`config.mk`:
```
export PLATFORM = sky130hd
export DESIGN_NAME = cop_arb
export DESIGN_NICKNAME = d
export VERILOG_FILES = /design/src/rtl/cop_arb.sv
export SDC_FILE = /design/constraint.sdc
export NUM_CORES = 1
export LEC_CHECK = 0
export ABC_AREA = 0
export CAP_MARGIN = 25
export CORE_MARGIN = 8
export CORE_UTILIZATION = 37
export CTS_BUF_LIST = sky130_fd_sc_hd__clkbuf_4
export DETAILED_ROUTE_END_ITERATION = 8
export PLACE_DENSITY = 0.81
export RECOVER_POWER = 25
export SLEW_MARGIN = 15
export SYNTH_ARGS = -nofsm -noshare
export SYNTH_HDL_FRONTEND = slang
export SYNTH_SLANG_ARGS = --single-unit
```
`constraint.sdc`:
```
create_clock -name cop_clk -period 1.8 [get_ports cop_clk]
set_clock_uncertainty 0.2 [all_clocks]
set_input_delay 0.36 -clock cop_clk [delete_from_list [all_inputs] [get_ports cop_clk]]
set_output_delay 0.36 -clock cop_clk [all_outputs]
set_load 0.01 [all_outputs]
```
`src/rtl/cop_arb.sv`:
```
// Round-robin arbiter sharing one custom-opcode coprocessor between two requesters; one request in flight.
// Latency: cop_valid in the 2nd cycle after the grant edge; rN_ready 1 cycle after cop_ready; reject answered at grant.
// Backpressure: a requester holds rN_valid until its rN_ready pulse; the other waits, ties alternate.
module cop_arb #(
    parameter logic [6:0]       CUSOPCODE = 7'b0001011,
    parameter int unsigned      TMO_W     = 10,
    parameter logic [TMO_W-1:0] TMO_MAX   = 10'd1000
) (
    input  logic        cop_clk,
    input  logic        cop_rst_n,
    input  logic        r0_valid,
    input  logic [31:0] r0_insn,
    input  logic [31:0] r0_rs1,
    input  logic [31:0] r0_rs2,
    output logic        r0_ready,
    output logic        r0_wr,
    output logic        r0_err,
    output logic [31:0] r0_rd,
    input  logic        r1_valid,
    input  logic [31:0] r1_insn,
    input  logic [31:0] r1_rs1,
    input  logic [31:0] r1_rs2,
    output logic        r1_ready,
    output logic        r1_wr,
    output logic        r1_err,
    output logic [31:0] r1_rd,
    output logic        cop_valid,
    output logic [31:0] cop_insn,
    output logic [31:0] cop_rs1,
    output logic [31:0] cop_rs2,
    input  logic        cop_ready,
    input  logic        cop_wr,
    input  logic [31:0] cop_rd,
    output logic        cop_srst,
    output logic        arb_busy,
    output logic        arb_gnt
);

    typedef enum logic [2:0] {
        IDLE  = 3'd0,
        ISSUE = 3'd1,
        WAIT  = 3'd2,
        RECOV = 3'd3,
        RESP  = 3'd4
    } state_t;

    state_t             state_q, state_d;
    logic               last_q, last_d;
    logic [TMO_W-1:0]   wdog_q, wdog_d;
    logic               recov_q, recov_d;
    logic               pick;

    // Next values of the registered outputs.
    logic               gnt_d, cvld_d, srst_d, busy_d;
    logic [31:0]        insn_d, rs1_d, rs2_d;
    logic               resp_vld, resp_wr, resp_err;
    logic [31:0]        resp_rd;
    logic               r0_ready_d, r0_wr_d, r0_err_d;
    logic               r1_ready_d, r1_wr_d, r1_err_d;
    logic [31:0]        r0_rd_d, r1_rd_d;

    // State register and registered outputs; reset drops any in-flight request silently.
    always_ff @(posedge cop_clk or negedge cop_rst_n) begin
        if (!cop_rst_n) begin
            state_q   <= IDLE;
            last_q    <= 1'b1;
            wdog_q    <= '0;
            recov_q   <= 1'b0;
            arb_gnt   <= 1'b0;
            arb_busy  <= 1'b0;
            cop_valid <= 1'b0;
            cop_srst  <= 1'b0;
            cop_insn  <= '0;
            cop_rs1   <= '0;
            cop_rs2   <= '0;
            r0_ready  <= 1'b0;
            r0_wr     <= 1'b0;
            r0_err    <= 1'b0;
            r0_rd     <= '0;
            r1_ready  <= 1'b0;
            r1_wr     <= 1'b0;
            r1_err    <= 1'b0;
            r1_rd     <= '0;
        end else begin
            state_q   <= state_d;
            last_q    <= last_d;
            wdog_q    <= wdog_d;
            recov_q   <= recov_d;
            arb_gnt   <= gnt_d;
            arb_busy  <= busy_d;
            cop_valid <= cvld_d;
            cop_srst  <= srst_d;
            cop_insn  <= insn_d;
            cop_rs1   <= rs1_d;
            cop_rs2   <= rs2_d;
            r0_ready  <= r0_ready_d;
            r0_wr     <= r0_wr_d;
            r0_err    <= r0_err_d;
            r0_rd     <= r0_rd_d;
            r1_ready  <= r1_ready_d;
            r1_wr     <= r1_wr_d;
            r1_err    <= r1_err_d;
            r1_rd     <= r1_rd_d;
        end
    end

    // Next-state and next-output decode; the response is routed to the granted port only.
    always_comb begin
        state_d  = state_q;
        last_d   = last_q;
        wdog_d   = wdog_q;
        recov_d  = recov_q;
        gnt_d    = arb_gnt;
        insn_d   = cop_insn;
        rs1_d    = cop_rs1;
        rs2_d    = cop_rs2;
        cvld_d   = 1'b0;
        srst_d   = 1'b0;
        pick     = 1'b0;
        resp_vld = 1'b0;
        resp_wr  = 1'b0;
        resp_err = 1'b0;
        resp_rd  = '0;

        case (state_q)
            IDLE: begin
                if (r0_valid || r1_valid) begin
                    // On a tie the port that was not served last wins.
                    pick   = (r0_valid && r1_valid) ? ~last_q : r1_valid;
                    gnt_d  = pick;
                    insn_d = pick ? r1_insn : r0_insn;
                    rs1_d  = pick ? r1_rs1  : r0_rs1;
                    rs2_d  = pick ? r1_rs2  : r0_rs2;
                    if (insn_d[6:0] == CUSOPCODE) begin
                        state_d = ISSUE;
                    end else begin
                        state_d  = RESP;
                        resp_vld = 1'b1;
                        resp_err = 1'b1;
                    end
                end
            end
            ISSUE: begin
                cvld_d  = 1'b1;
                wdog_d  = '0;
                state_d = WAIT;
            end
            WAIT: begin
                // A result arriving in the timeout cycle still wins over recovery.
                if (cop_ready) begin
                    state_d  = RESP;
                    resp_vld = 1'b1;
                    resp_wr  = cop_wr;
                    resp_rd  = cop_rd;
                end else if (wdog_q == TMO_MAX - 1'b1) begin
                    state_d = RECOV;
                    srst_d  = 1'b1;
                    recov_d = 1'b0;
                end else begin
                    wdog_d = wdog_q + 1'b1;
                end
            end
            RECOV: begin
                if (!recov_q) begin
                    recov_d = 1'b1;
                    srst_d  = 1'b1;
                end else begin
                    state_d  = RESP;
                    resp_vld = 1'b1;
                    resp_err = 1'b1;
                end
            end
            RESP: begin
                last_d  = arb_gnt;
                state_d = IDLE;
            end
            default: begin
                state_d = IDLE;
                gnt_d   = 1'b0;
                insn_d  = '0;
                rs1_d   = '0;
                rs2_d   = '0;
            end
        endcase

        busy_d     = (state_d != IDLE);
        r0_ready_d = resp_vld & ~gnt_d;
        r0_wr_d    = r0_ready_d & resp_wr;
        r0_err_d   = r0_ready_d & resp_err;
        r0_rd_d    = r0_ready_d ? resp_rd : 32'd0;
        r1_ready_d = resp_vld & gnt_d;
        r1_wr_d    = r1_ready_d & resp_wr;
        r1_err_d   = r1_ready_d & resp_err;
        r1_rd_d    = r1_ready_d ? resp_rd : 32'd0;
    end

endmodule

```
Word-level counts from Yosys, hierarchy flattened
Index checks and enable logic that the tools add are counted.
{ "totals": {"ff_bits": 185, "latch_bits": 0, "ramBits": 0, "romBits": 0, "inputBits": 230, "output_inout_bits": 170, "wordCells": 90, "memories": 0} }
{ "op_classes": {"add_sub_neg": 1, "mul": 0, "n_div": 0, "magnitude_cmp": 0, "n_eq_ne": 10, "n_shift": 0, "n_mux": 41, "bitwise": 9, "n_reduce_logical": 10} }
{ "op_table": {"columns": ["operator", "n"], "rows": [
  ["$mux W32", 10],
  ["$pmux W32 S2", 3],
  ["$mux W10", 2],
  ["$pmux W10 S2", 1],
  ["$mux W3", 5],
  ["$mux W1", 14],
  ["$pmux W3 S4", 1],
  ["$add A10 B1 Y10 const B", 1],
  ["$eq A10 B10 Y1 const B", 1],
  ["$ne A2 B2 Y1 const B", 4],
  ["$pmux W1 S2", 4],
  ["$eq A7 B4 Y1 const B", 1],
  ["$and A1 B1 Y1", 6],
  ["$eq A3 B2 Y1 const B", 2],
  ["$reduce_and A3 Y1", 2],
  ["$reduce_bool A2 Y1", 2],
  ["$reduce_or A4 Y1", 1],
  ["$eq A3 B1 Y1 const B", 1],
  ["$eq A3 B3 Y1 const B", 1],
  ["$logic_not A3 Y1", 1],
  ["$not A1 Y1", 3],
  ["$pmux W1 S3", 1],
  ["$reduce_bool A3 Y1", 1],
  ["$reduce_and A2 Y1", 1],
  ["2 further kinds", 2]
]} }

Logic depth before layout (Yosys ltp)
{ "depth": {"word_depth": 9, "depth_mapped": 8, "depth_no_buf": 6} }

Worst setup path after synthesis
OpenSTA, ideal clock, no wires.
{ "synth_path": {"path_kind": "reg-to-reg", "startpoint": "register state_q[1]", "endpoint": "register r1_rd[10]", "setup_ps": 132, "t_arrival_ps": 1517, "t_required_ps": 1468, "setup_slack_ps": -49, "stages_incl_launch_ff": 8, "path_buffers": 3, "synth_period_minus_slack_ps": 1849, "path_cell_list": "dfrtp_1 -> buf_2 -> nor2_1 -> mux2i_1 -> o21a_1 -> buf_2 -> buf_1 -> nor2_1"} }
{ "synth_via": {"elab_chain_len": 5, "word_cells_on_any_way": 11, "cone_classes": "eq/ne (4); mux (4); bitwise (1); reduce/logical (2)"} }
{ "synth_lines": {"columns": ["item", "line_no", "text"], "rows": [
  ["start: declaration", "47", "state_t state_q, state_d;"],
  ["start signal: assignment", "85", "state_q <= state_d;"],
  ["$eq A3 B2 Y1, or another cell as far along", "125", "case (state_q)"],
  ["$reduce_or A4 Y1 (no line)", null, null],
  ["$pmux W1 S2", "125", null],
  ["$and A1 B1 Y1", "191", "r1_ready_d = resp_vld & gnt_d;"],
  ["$mux W32 (*)", "194", "r1_rd_d = r1_ready_d ? resp_rd : 32'd0;"],
  ["net r1_rd_d[10]", "60", "logic [31:0] r0_rd_d, r1_rd_d;"],
  ["end signal: assignment", "103", "r1_rd <= r1_rd_d;"],
  ["end: declaration", "26", "output logic [31:0] r1_rd,"]
]} }
Mark *: on every way through the listed nets, which the timed path passes. The rest lies on a longest branch.
A chain may end at the register's enable or synchronous reset.

Final worst setup path
{ "layout_path": {"startpoint": "register wdog_q[4]", "endpoint": "register wdog_q[3]"} }
{ "layout_via": {"elab_chain_len": 3} }
{ "layout_lines": {"columns": ["item", "line_no", "text"], "rows": [
  ["start: declaration", "49", "logic [TMO_W-1:0] wdog_q, wdog_d;"],
  ["start signal: assignment", "87", "wdog_q <= wdog_d;"],
  ["$eq A10 B10 Y1", "155", "end else if (wdog_q == TMO_MAX - 1'b1) begin"],
  ["$ne A2 B2 Y1 (no line)", null, null],
  ["$reduce_and A3 Y1 (no line)", null, null]
]} }
No other way between the ends.

==> impl_summary.md <==
Status
The run finished, with violations left. The checks that failed: negative setup slack.

Pwr
The total power of the final layout is 0.0126 W. The worst voltage drop across the vdd grid is 473 uV. In this run the power density over the cells is 894 nW/um^2. The analysis attributes to cell leakage a power of 6.68 nW.

Logic synthesis
The synthesized design spends more area on one cell type than any other, namely dfrtp_1. The share of synthesized area in the top cell type comes to 60.3%. The synthesized netlist devotes 8.83% of its cell area to simple gates. The fraction of synthesized cell area in xor and xnor cells is 0.573%. The number of flops mapped to enable cells by yosys is 0. The mean instance size in the synthesized netlist is 12.6 um^2.

The count of different cell masters after synthesis is 48. The netlist area before placement is 7640 um^2. The share of synthesized area spent on multiplexers is 13.0%.

The flip-flop cell with the highest count after synthesis is dfrtp_1. The leading cell type by number of instances after synthesis is dfrtp_1. The number of nets handed over by synthesis was 839.

By count the netlist is led by 184 x dfrtp_1, 98 x mux2i_1, 96 x o2bb2ai_1. Ranked by total cell area, the synthesized netlist is headed by dfrtp_1 60%, mux2i_1 13%, o2bb2ai_1 11%, nor2_1 3.6%, nand2_1 2.0%. The register bit total from synthesis is 185.

The synthesized-area fraction occupied by ao, oa, aoi and oai cells is 13.4%. By area, the combinational part of the netlist is dominated by compound AO/OA/AOI/OAI gates. The share of synthesized flip-flops with an asynchronous set or reset is 100%.

The cell count after synthesis is 608. The share of synthesized cell area in full adder, half adder and majority cells is 0.164%. For this run, the number of Yosys warnings is 0. The sequential cell area fraction in the yosys report is 60.6%.

Global route
The global router's overall resource usage is 23.8%. The number of global-route vias before repair came to 7834. The wire length of the first global-routing pass is 47000 um. Summed over all layers, the global routing overflow is 0. The largest net degree at the start of global routing is 52. The number of antenna violations at the first check in global routing is 2.

Hold path
The min-delay analysis places its worst path in the category in -> reg. The worst hold path was traced through 3 stages.

Clock tree
The longest clock path from root to sink contains 2 buffers. The tree is rooted in a clkbuf_4. The clock tree from TritonCTS is yes. After clock tree synthesis, the clock-pin slew on the worst setup and hold paths is 0.18 ns.

Clock tree synthesis found a total of 185 sinks. The later pin in the worst-skew pair is clocked with a latency of 0.57 ns. The H-tree depth is 4. TritonCTS created 17 clock buffers.

Floorplanning
The floorplan die height is 160 um. The boundary pin count is 400. The width of the die is 160 um.

The starting utilization of the core area is 37.8%. The floorplan step defined a die boundary enclosing 25500 um^2. After floorplanning, the core was sized to cover 20200 um^2. The initialized floorplan defines 52 standard-cell rows.

Place
The congestion estimate from routability-driven global placement came to 0.820. Detailed placement finished with a half-perimeter wire length of 21800 um. OpenSTA, run right after detailed placement, puts the worst setup slack at -0.512 ns. The placed instances occupy a cell area of 12400 um^2. The number of buffers inserted by port buffering is 399.

Worst setup path
The cell depth of the worst flop-to-flop path is 5. For this run, the slowest stage of the critical path takes 0.42 ns. The critical path crosses 5 cells after its start point. The worst setup path is captured at a register. The type of the worst setup path is reg -> reg. The cell family contributing the most delay on the critical path is simple AND/OR/NAND/NOR gates. STA classifies the critical path startpoint as a register. In this run the worst path has a maximum fanout of 3. Counting both buffers and inverters, the worst setup path holds a total of 1. The slowest stage cell on the critical path is dfrtp_1. The worst endpoint required time is 2.08 ns. The data arrival time at the worst-slack endpoint is 2.19 ns. The critical path goes through or3b_1, buf_4, nor3_1, or3_1, a21oi_2.

Final layout
The sequential cells in the finished layout cover a total of 4630 um^2. The relative area change from synthesis to final layout is 85.1%. In the final design database the tool counted 1377 nets.

The post-route cell area is 14100 um^2. In the final layout, the multi-input gates occupy 3910 um^2. The share of cells above drive strength 1 is 45.4%. The filler cells instantiated in the layout total 1358.

Timing
The ratio of final minimum period to clock period is 106%. The worst-case headroom to the max-slew limit is 27.6%. Based on the critical path, the design can be clocked at up to 525 MHz.

Setup slack on the critical path of the routed design comes to -0.106 ns. Setup repair after global routing could not meet its margin everywhere. The number of setup violations in the final report is 163. Counting I/O delays and the setup requirement, the final critical path takes 1.91 ns.

For the pin with the worst max-slew slack, the measured transition is 1.09 ns. The hold violation count in the final report is 0. The final sum of negative setup slack is -8.17 ns. The number of max-slew violations in the final report was 0.

Detailed routing
Using the TritonRoute via totals, the vias-per-cell ratio works out to 5.15. The number of vias in the routed layout is 7368. The count of nets left with antenna violations once routing finished came out at 0. Wires add up to 33300 um. In the routed design, unresolved DRC markers number 0. The routed wire length per instance is 23.2 um. For this block, the initial DRC count from the detailed router was 412. The number of detailed-route iterations in the first pass is 5.

Run
Across the run, the number of max-cap violations was 0.
-- power breakdown --
| part | switching, W | total (W) | internal (W) |
|---|---|---|---|
| sequential | 0.000366 | 0.00511 | 0.00474 |
| combinational | 0.00238 | 0.00512 | 0.00274 |
| clock | 0.00174 | 0.00242 | 0.000680 |
| total | 0.00449 | 0.0126 | 0.00816 |
-- per-layer routing --
layer  GRT usage, %  share of wire [%]  vias up
met5              0                  0        -
met4           7.68                2.7        0
met3           8.30                8.5       56
met2           42.4                 52      337
met1           25.9                 37     3684
li1               -                  -     3291
-- state kept, by name, indices dropped and copies added, names as in the netlist, 3 cells and up --
register,count
r1_rd,32
wdog_q,10
r0_rd,32
cop_rs1,32
cop_insn,32
state_q,3
cop_rs2,32
-- per-stage QoR --
| stage | hold slack, ns | instances | util [%] |
|---|---|---|---|
| 3_5_place_dp | 0.119 | 1292 | 61.3 |
| 2_1_floorplan | -0.136 | 608 | - |
| 6_report | 0.126 | 1432 | 69.9 |
| 3_3_place_gp | 0.120 | 1292 | 61.3 |
| 4_1_cts | 0.0316 | 1408 | 65.3 |
| 5_1_grt | 0.0693 | 1431 | 69.9 |
-- area by class of cell --
cell class                 instances  area share (%)
timing repair buffer             565            34.7
clock inverter                    15            1.39
clock buffer                      17           0.902
tap                              270            2.39
antenna                            3          0.0531
inverter                           4           0.159
multi-input combinational        373            27.6
sequential                       185            32.8
-- cell families after synthesis --
logic type	count (synthesis)
xor+xnor	5
simple gates	146
compound gates	122
mux	99
flops	185
fa+ha+maj	1
buf+inv	50
-- final timing paths --
kind	start	endpoint	slack, ns
worst min register to register	cop_rs2[13]	cop_rs2[13]	0.31
worst min-delay path	cop_rd[11]	r0_rd[11]	0.13
max in group asynchronous	cop_rst_n	r0_rd[18]	0.06
worst max register to register	wdog_q[4]	wdog_q[3]	-0.11
worst max-delay path	wdog_q[4]	wdog_q[3]	-0.11
min in group asynchronous	cop_rst_n	r0_rd[9]	0.18
-- worst reg2reg max path, cell delays in order, from the launching register on --
cell     delay (ns)
dfrtp_1        0.42
or3b_1         0.41
buf_4          0.16
nor3_1         0.38
or3_1          0.20
a21oi_2        0.06
-- cell usage in the layout (no fill, tap or decap), types with 3 or more instances in the layout --
master,count
nor2_2,30
nand2_8,5
o2bb2ai_4,17
clkbuf_16,5
buf_4,115
buf_12,14
nand2_4,23
o2bb2ai_2,44
clkbuf_2,4
nor2_4,13
clkinv_8,7
buf_16,9
o2bb2ai_1,35
clkbuf_4,17
nand3_1,4
nand2_1,10
a21oi_2,4
buf_2,169
buf_6,14
dfrtp_1,183
clkdlybuf4s50_1,228
diode_2,3
mux2i_1,97
nor2_1,31
inv_6,4
o211ai_1,6
xor2_1,5
-- repair_timing --
action	CTS	global route
cloned	8	6
resized for setup	766	170
pin swaps	8	63
hold buffers	3	1
endpoints found under the hold margin	185	18
buffers inserted	73	15
endpoints found under the setup margin	308	223
No activity file was read; power rests on OpenSTA's default activity.
